--- config.mk ---
export PLATFORM = sky130hd
export DESIGN_NAME = if_id_skid_latch_flat
export DESIGN_NICKNAME = d
export VERILOG_FILES = /design/src/rtl/if_id_skid_latch_if.sv /design/src/rtl/if_id_skid_latch.sv /design/src/flat_wrapper.sv
export SDC_FILE = /design/constraint.sdc
export NUM_CORES = 1
export LEC_CHECK = 0
export ABC_AREA = 1
export CAP_MARGIN = 20
export CORE_MARGIN = 2
export CORE_UTILIZATION = 35
export CTS_BUF_LIST = sky130_fd_sc_hd__clkbuf_8
export DETAILED_ROUTE_END_ITERATION = 10
export DONT_BUFFER_PORTS = 1
export GPL_TIMING_DRIVEN = 0
export PLACE_DENSITY = 0.49
export SLEW_MARGIN = 20
export SYNTH_ARGS = -nofsm -noshare
export SYNTH_HDL_FRONTEND = slang
export SYNTH_SLANG_ARGS = --single-unit
export TNS_END_PERCENT = 30
--- constraint.sdc ---
create_clock -name CLK -period 1 [get_ports CLK]
set_clock_uncertainty 0.05 [all_clocks]
set_input_delay 0.05 -clock CLK [delete_from_list [all_inputs] [get_ports CLK]]
set_output_delay 0.05 -clock CLK [all_outputs]
set_load 0.02 [all_outputs]
--- src/rtl/if_id_skid_latch_if.sv ---
// ---------------------------------------------------------------------------
// if_id_skid_latch_if
// Fetch-to-decode bundle for the IF/ID skid latch.
//   master : fetch/hazard side. Drives ihit, imemload, pcp4_IF, enable_ID and
//            flush_ID. Observes the decode-side outputs and the perf counters.
//   slave  : the IF/ID latch. Consumes the fetch/hazard controls and drives
//            instr_ID, pcp4_ID, valid_ID, fetch_hold, stall_cycles and
//            skid_events.
// ---------------------------------------------------------------------------
interface if_id_skid_latch_if #(
    parameter int WORD_W = 32
);
    logic              ihit;
    logic [WORD_W-1:0] imemload;
    logic [WORD_W-1:0] pcp4_IF;
    logic              enable_ID;
    logic              flush_ID;
    logic [WORD_W-1:0] instr_ID;
    logic [WORD_W-1:0] pcp4_ID;
    logic              valid_ID;
    logic              fetch_hold;
    logic [31:0]       stall_cycles;
    logic [31:0]       skid_events;

    modport master (
        output ihit, imemload, pcp4_IF, enable_ID, flush_ID,
        input  instr_ID, pcp4_ID, valid_ID, fetch_hold, stall_cycles, skid_events
    );

    modport slave (
        input  ihit, imemload, pcp4_IF, enable_ID, flush_ID,
        output instr_ID, pcp4_ID, valid_ID, fetch_hold, stall_cycles, skid_events
    );
endinterface

--- src/rtl/if_id_skid_latch.sv ---
// ---------------------------------------------------------------------------
// if_id_skid_latch
// IF/ID pipeline register with a one-entry skid buffer. The latch holds the
// instruction and PC+4 presented to decode steady while the hazard unit
// stalls ID. An icache hit that lands during a stall is parked in the skid
// entry, and fetch_hold then stops the PC/icache until the skid drains, so no
// fetch is lost or duplicated.
//
// Ports
//   CLK, RST      : core clock and synchronous active-high reset
//   bus (slave)   : ihit/imemload/pcp4_IF    - fetch result
//                   enable_ID/flush_ID       - hazard unit controls
//                   instr_ID/pcp4_ID/valid_ID - decode-side latch contents
//                   fetch_hold               - back-pressure to PC/icache
//                   stall_cycles/skid_events - perf counters
//
// Build option
//   IF_ID_PERF_EN : when defined, the perf counters are implemented. When it
//                   is undefined, both counter outputs are tied to zero.
//
// Per-cycle priority is RST > flush_ID > enable_ID > ihit.
// ---------------------------------------------------------------------------
module if_id_skid_latch #(
    parameter int                 WORD_W   = 32,
    parameter logic [WORD_W-1:0]  NOP_WORD = '0
) (
    input logic                   CLK,
    input logic                   RST,
    if_id_skid_latch_if.slave     bus
);

    // State encoding is {skid_valid, latch_valid}, so both flags fall
    // straight out of the state bits.
    typedef enum logic [1:0] {
        EMPTY     = 2'b00,
        FULL      = 2'b01,
        BUB_SKID  = 2'b10,
        FULL_SKID = 2'b11
    } state_t;

    state_t            state_q, state_d;
    logic [WORD_W-1:0] instr_q, instr_d;
    logic [WORD_W-1:0] pcp4_q, pcp4_d;
    logic [WORD_W-1:0] skid_instr_q, skid_instr_d;
    logic [WORD_W-1:0] skid_pcp4_q, skid_pcp4_d;
    logic              skid_valid;
    logic              latch_valid;

    assign skid_valid  = state_q[1];
    assign latch_valid = state_q[0];

    // -----------------------------------------------------------------------
    // State and datapath registers
    // -----------------------------------------------------------------------
    always_ff @(posedge CLK) begin
        if (RST) begin
            state_q      <= EMPTY;
            instr_q      <= NOP_WORD;
            pcp4_q       <= '0;
            skid_instr_q <= '0;
            skid_pcp4_q  <= '0;
        end else begin
            state_q      <= state_d;
            instr_q      <= instr_d;
            pcp4_q       <= pcp4_d;
            skid_instr_q <= skid_instr_d;
            skid_pcp4_q  <= skid_pcp4_d;
        end
    end

    // -----------------------------------------------------------------------
    // Next state and next latch/skid contents
    // -----------------------------------------------------------------------
    always_comb begin
        state_d      = state_q;
        instr_d      = instr_q;
        pcp4_d       = pcp4_q;
        skid_instr_d = skid_instr_q;
        skid_pcp4_d  = skid_pcp4_q;

        if (bus.flush_ID) begin
            // Wrong-path squash: the latch, the skid and any same-cycle hit
            // are all discarded, whatever the stall state.
            state_d      = EMPTY;
            instr_d      = NOP_WORD;
            pcp4_d       = '0;
            skid_instr_d = '0;
            skid_pcp4_d  = '0;
        end else if (bus.enable_ID) begin
            if (skid_valid) begin
                // Drain the skid first. fetch_hold was high this cycle, so
                // any ihit now is not ours to accept.
                state_d      = FULL;
                instr_d      = skid_instr_q;
                pcp4_d       = skid_pcp4_q;
                skid_instr_d = '0;
                skid_pcp4_d  = '0;
            end else if (bus.ihit) begin
                state_d = FULL;
                instr_d = bus.imemload;
                pcp4_d  = bus.pcp4_IF;
            end else begin
                state_d = EMPTY;
                instr_d = NOP_WORD;
                pcp4_d  = '0;
            end
        end else if (bus.ihit && !skid_valid) begin
            // ID is stalled. Park the hit in the skid and keep the latch,
            // whether it holds an instruction or a bubble.
            state_d      = latch_valid ? FULL_SKID : BUB_SKID;
            skid_instr_d = bus.imemload;
            skid_pcp4_d  = bus.pcp4_IF;
        end
    end

    assign bus.instr_ID   = instr_q;
    assign bus.pcp4_ID    = pcp4_q;
    assign bus.valid_ID   = latch_valid;
    assign bus.fetch_hold = skid_valid;

    // -----------------------------------------------------------------------
    // Performance counters
    // -----------------------------------------------------------------------
`ifdef IF_ID_PERF_EN
    logic [31:0] stall_cnt_q;
    logic [31:0] skid_cnt_q;
    logic        stall_tick;
    logic        skid_capture;

    // A stall cycle is counted only when ID holds a real instruction.
    assign stall_tick   = !bus.enable_ID && latch_valid;
    // Mirrors the capture branch above. A flush suppresses it.
    assign skid_capture = !bus.flush_ID && !bus.enable_ID && bus.ihit && !skid_valid;

    // The counters wrap naturally, and only RST clears them.
    always_ff @(posedge CLK) begin
        if (RST) begin
            stall_cnt_q <= '0;
            skid_cnt_q  <= '0;
        end else begin
            if (stall_tick)   stall_cnt_q <= stall_cnt_q + 32'd1;
            if (skid_capture) skid_cnt_q  <= skid_cnt_q + 32'd1;
        end
    end

    assign bus.stall_cycles = stall_cnt_q;
    assign bus.skid_events  = skid_cnt_q;
`else
    assign bus.stall_cycles = '0;
    assign bus.skid_events  = '0;
`endif

endmodule

--- src/flat_wrapper.sv ---
// flat-port wrapper written by rule: the top's interface ports become plain ports
module if_id_skid_latch_flat 
#(
    parameter int                 WORD_W   = 32,
    parameter logic [WORD_W-1:0]  NOP_WORD = '0
)
  (CLK, RST, bus_ihit, bus_imemload, bus_pcp4_IF, bus_enable_ID, bus_flush_ID, bus_instr_ID, bus_pcp4_ID, bus_valid_ID, bus_fetch_hold, bus_stall_cycles, bus_skid_events);
  if_id_skid_latch_if #(.WORD_W(WORD_W)) bus_i ();
  input logic CLK;
  input logic RST;
  input wire logic [$bits(bus_i.ihit)-1:0] bus_ihit;
  input wire logic [$bits(bus_i.imemload)-1:0] bus_imemload;
  input wire logic [$bits(bus_i.pcp4_IF)-1:0] bus_pcp4_IF;
  input wire logic [$bits(bus_i.enable_ID)-1:0] bus_enable_ID;
  input wire logic [$bits(bus_i.flush_ID)-1:0] bus_flush_ID;
  output wire logic [$bits(bus_i.instr_ID)-1:0] bus_instr_ID;
  output wire logic [$bits(bus_i.pcp4_ID)-1:0] bus_pcp4_ID;
  output wire logic [$bits(bus_i.valid_ID)-1:0] bus_valid_ID;
  output wire logic [$bits(bus_i.fetch_hold)-1:0] bus_fetch_hold;
  output wire logic [$bits(bus_i.stall_cycles)-1:0] bus_stall_cycles;
  output wire logic [$bits(bus_i.skid_events)-1:0] bus_skid_events;
  assign bus_i.ihit = bus_ihit;
  assign bus_i.imemload = bus_imemload;
  assign bus_i.pcp4_IF = bus_pcp4_IF;
  assign bus_i.enable_ID = bus_enable_ID;
  assign bus_i.flush_ID = bus_flush_ID;
  assign bus_instr_ID = bus_i.instr_ID;
  assign bus_pcp4_ID = bus_i.pcp4_ID;
  assign bus_valid_ID = bus_i.valid_ID;
  assign bus_fetch_hold = bus_i.fetch_hold;
  assign bus_stall_cycles = bus_i.stall_cycles;
  assign bus_skid_events = bus_i.skid_events;
  if_id_skid_latch #(.WORD_W(WORD_W), .NOP_WORD(NOP_WORD)) u_core (.CLK(CLK), .RST(RST), .bus(bus_i));
endmodule
==> metrics.md <==
| Metric | Value |
|---|---|
| Crit end category | `register` |
| DP HPWL | `14400 µm` |
| Avg WL per Cell | `~15 µm` |
| Seq cells post-synth | `130` |
| Total Neg Setup Slack | `-27.83 ns` |
| TritonCTS Buffers | `17` |
| Crit Path Category | `register to register` |
| Row Count | `50` |
| Pint | `8.014 mW` |
| Worst Setup SP | `u_core.state_q[1]` |
| Drt total wl | `21890 µm` |
| CP Depth | `6` |
| Iteration count of the initial detailed-routing pass | `7` |
| Failing checks | `hold timing, setup timing` |
| H-tree Lvls | `4` |
| Slew @ Worst Pin | `a little over 0.7 ns` |
| CTS tree | `yes` |
| Clock Latency Late Sink | `0.44 ns` |
| Yosys top cell area share | `0.3843` |
| Core Area | `between 15000 and 20000 µm²` |
| Grt ovf | `0` |
| Status | `complete, but fails checks` |
| Mean area per synthesized cell | `approximately 6.8 µm²` |
| Crit Path Max Fanout | `6` |
| CP most frequent cell | `clkbuf_16` |
| DR vias | `6588` |
| Yosys warning total | `0` |
| Portion of total power attributed to the clock network | `0.361` |
| Fin cells | `1425` |
| Critical path endpoint | `u_core.bus.instr_ID[1]` |
| Final Hold Vio Count | `1` |
| Nets | `between 1000 and 1500` |
| Final worst slack | `-0.2603 ns` |
| RSZ-0062 raised after global routing | `true` |
| Placed insts | `between 1000 and 1500` |
| Clk sink count | `130` |
| Worst hold path class | `input port to register` |
| Sw frac | `0.2901` |
| RePlAce Congestion | `0.7765` |
| Layout Utilization | `0.4785` |
| CTS Buffer Depth | `2` |
| Leakage Power | `3.944 nW` |
| Worst setup SP type | `register` |
| Delay-heaviest family, CP | `flip-flops` |
| Largest net degree at the start of global routing | `17` |
| Minimum clock period | `1.260 ns` |
| # port buffers | `0` |
| # DRC | `0` |
| Area post-placement | `roughly 7400 µm²` |
| Synth area leaders | `dfxtp_1 (38%), nand3_1 (14%), nand2_1 (11%), buf_4 (8.6%), inv_1 (7.4%)` |
| Sequential share of power | `0.481` |
| Final Power | `11.29 mW` |
| Overall Global Routing Usage | `0.2103` |
| Die area | `20480 µm²` |
| Vias per cell | `between 4 and 5` |
| Final Slew Violations | `0` |
| Max Clk Rate | `793.4 MHz` |
| CP peak stage delay | `0.48 ns` |
| Layout cells sized above 1 | `0.2543` |
| WHS Path Cells | `4` |
| Post-route antenna net violation count | `0` |
| Distinct cells, synth | `15` |
| Max-slew headroom | `0.5201` |
| Final period util | `1.260` |
| Worst R2R Path Depth | `6` |
| Max VDD drop | `0.8915 mV` |
| CP max stage cell | `dfxtp_4` |
| Comb power frac | `0.157` |
| Design area | `9011 µm²` |
| Initial antenna violation count | `1` |
| Final setup viols | `roughly 130` |
| Crit path buffers/inverters | `3` |
| Largest area contributor in the synthesized netlist | `dfxtp_1` |
| Power per cell area | `1253 nW/µm²` |
| WP data required | `1.32 ns` |
| Initial DRC count | `~270` |
| CP cell instances | `clkbuf_16 > clkbuf_16 > nand3_1 > nand2_1 > inv_1 > a21oi_2` |
| Pre-CTS setup slack | `-0.3980 ns` |
| Post-synthesis cell area | `6773 µm²` |
| RR Endpoint | `u_core.bus.instr_ID[1]` |
| Number of I/O pins | `199` |
| Reg2reg start | `u_core.state_q[1]` |
| Die W | `143.1 µm` |
| Clock-pin transition on the worst setup and hold timing paths | `about 0.07 ns` |
| Height of the die | `143.1 µm` |
| FF-to-FF setup slack | `-0.26 ns` |
| Area delta synth->final | `33.05%` |
| Mapped Cells | `roughly 1000` |
| Hold_ws | `-0.001479 ns` |
| Net Sw Power | `3.276 mW` |
| Clk root buf | `clkbuf_8` |
| Max-cap violations | `0` |
| CP arrival | `1.58 ns` |
| Register area share after synthesis | `0.3843` |
| Initial Util | `0.3597` |
| First-pass GRT wire length | `33690 µm` |
| Number of global-route vias before repair | `a little over 6000` |
-- repair_timing --
| action | CTS | global route |
|---|---|---|
| gates cloned | 0 | 3 |
| hold buffers | 67 | 0 |
| endpoints found under the setup margin | 194 | 135 |
| pin swaps | 4 | 14 |
| endpoints found under the hold margin | 130 | 0 |
| buffers inserted | 2 | 1 |
| gates resized for setup | 90 | 72 |
-- worst register-to-register path, stage by stage (launching register included) --
cell       delay [ns]
dfxtp_4          0.48
clkbuf_16        0.21
clkbuf_16        0.15
nand3_1          0.08
nand2_1          0.09
inv_1            0.05
a21oi_2          0.10
-- power groups by stage --
stage	sequential, mW	clock (mW)	combinational [mW]
after global placement	5.54	0	1.36
after detailed placement	5.54	0	1.36
after CTS	5.43	4.20	1.68
after global routing	5.45	4.39	1.92
final	5.44	4.08	1.77
after floorplan	5.52	0	1.08
-- cells in the final DEF, fill, tap and decap left out, types with 4 or more instances in the layout --
cell type / instances
a21oi_1: 35
nand3_4: 5
nor2_1: 65
inv_1: 131
buf_4: 69
conb_1: 64
clkbuf_1: 7
clkinv_2: 4
nand3_2: 6
nand4_1: 64
buf_12: 7
clkbuf_8: 19
dlygate4sd3_1: 66
nand3_1: 181
dfxtp_2: 64
a21oi_2: 30
buf_2: 37
nand2_1: 190
nand2_2: 7
inv_2: 8
dfxtp_1: 64
buf_6: 23
buf_8: 6
-- cells by family after synthesis --
logic type / after synthesis / share of synthesized area
buffers and inverters: 280 / 0.2169
and+or+nand+nor: 522 / 0.3503
DFF: 130 / 0.3843
AOI/OAI and AO/OA: 65 / 0.04803
other: 1 / 0.0005537
-- cell type report --
| type | count | area [µm²] |
|---|---|---|
| multi-input combinational | 651 | 3187 |
| buffer | 146 | 1189 |
| timing repair buffer | 73 | 778.2 |
| antenna | 1 | 2.502 |
| tap | 260 | 325.3 |
| inverter | 134 | 503.0 |
| clock inverter | 11 | 75.07 |
| sequential | 130 | 2690 |
| fill | 1969 | 9819 |
| clock buffer | 19 | 261.5 |
-- synthesized netlist by cell type (all sizes together) --
| cell | n |
|---|---|
| conb | 1 |
| inv | 134 |
| buf | 138 |
| dfxtp | 130 |
| nand4 | 64 |
| nand2 | 199 |
| clkbuf | 8 |
| nor2 | 67 |
| a21oi | 65 |
| nand3 | 192 |
-- metal layers --
layer	vias up	track usage	wire, µm
met4	0	0.03908	157
li1	3380	-	-
met3	12	0.07411	1844
met5	-	0	0
met1	2993	0.2754	9746
met2	203	0.3372	10140
-- worst min-delay path by stage --
stage | start | endpoint | slack (ns)
2_1_floorplan | bus_imemload[0] | u_core.skid_instr_q[0] | 0.14
3_3_place_gp | bus_pcp4_IF[27] | u_core.skid_pcp4_q[27] | 0.14
3_5_place_dp | bus_pcp4_IF[19] | u_core.skid_pcp4_q[19] | 0.14
4_1_cts | bus_enable_ID | u_core.skid_instr_q[31] | -0.02
5_1_grt | bus_enable_ID | u_core.skid_instr_q[31] | 0.004
6_report | bus_enable_ID | u_core.skid_instr_q[31] | -0.001
-- state kept, by name, summed over array words and instances (netlist names) --
name                 cells
u_core.bus.pcp4_ID      32
u_core.bus.instr_ID     32
u_core.skid_instr_q     32
u_core.skid_pcp4_q      32
u_core.state_q           2
No activity file was read; power rests on OpenSTA's default activity.
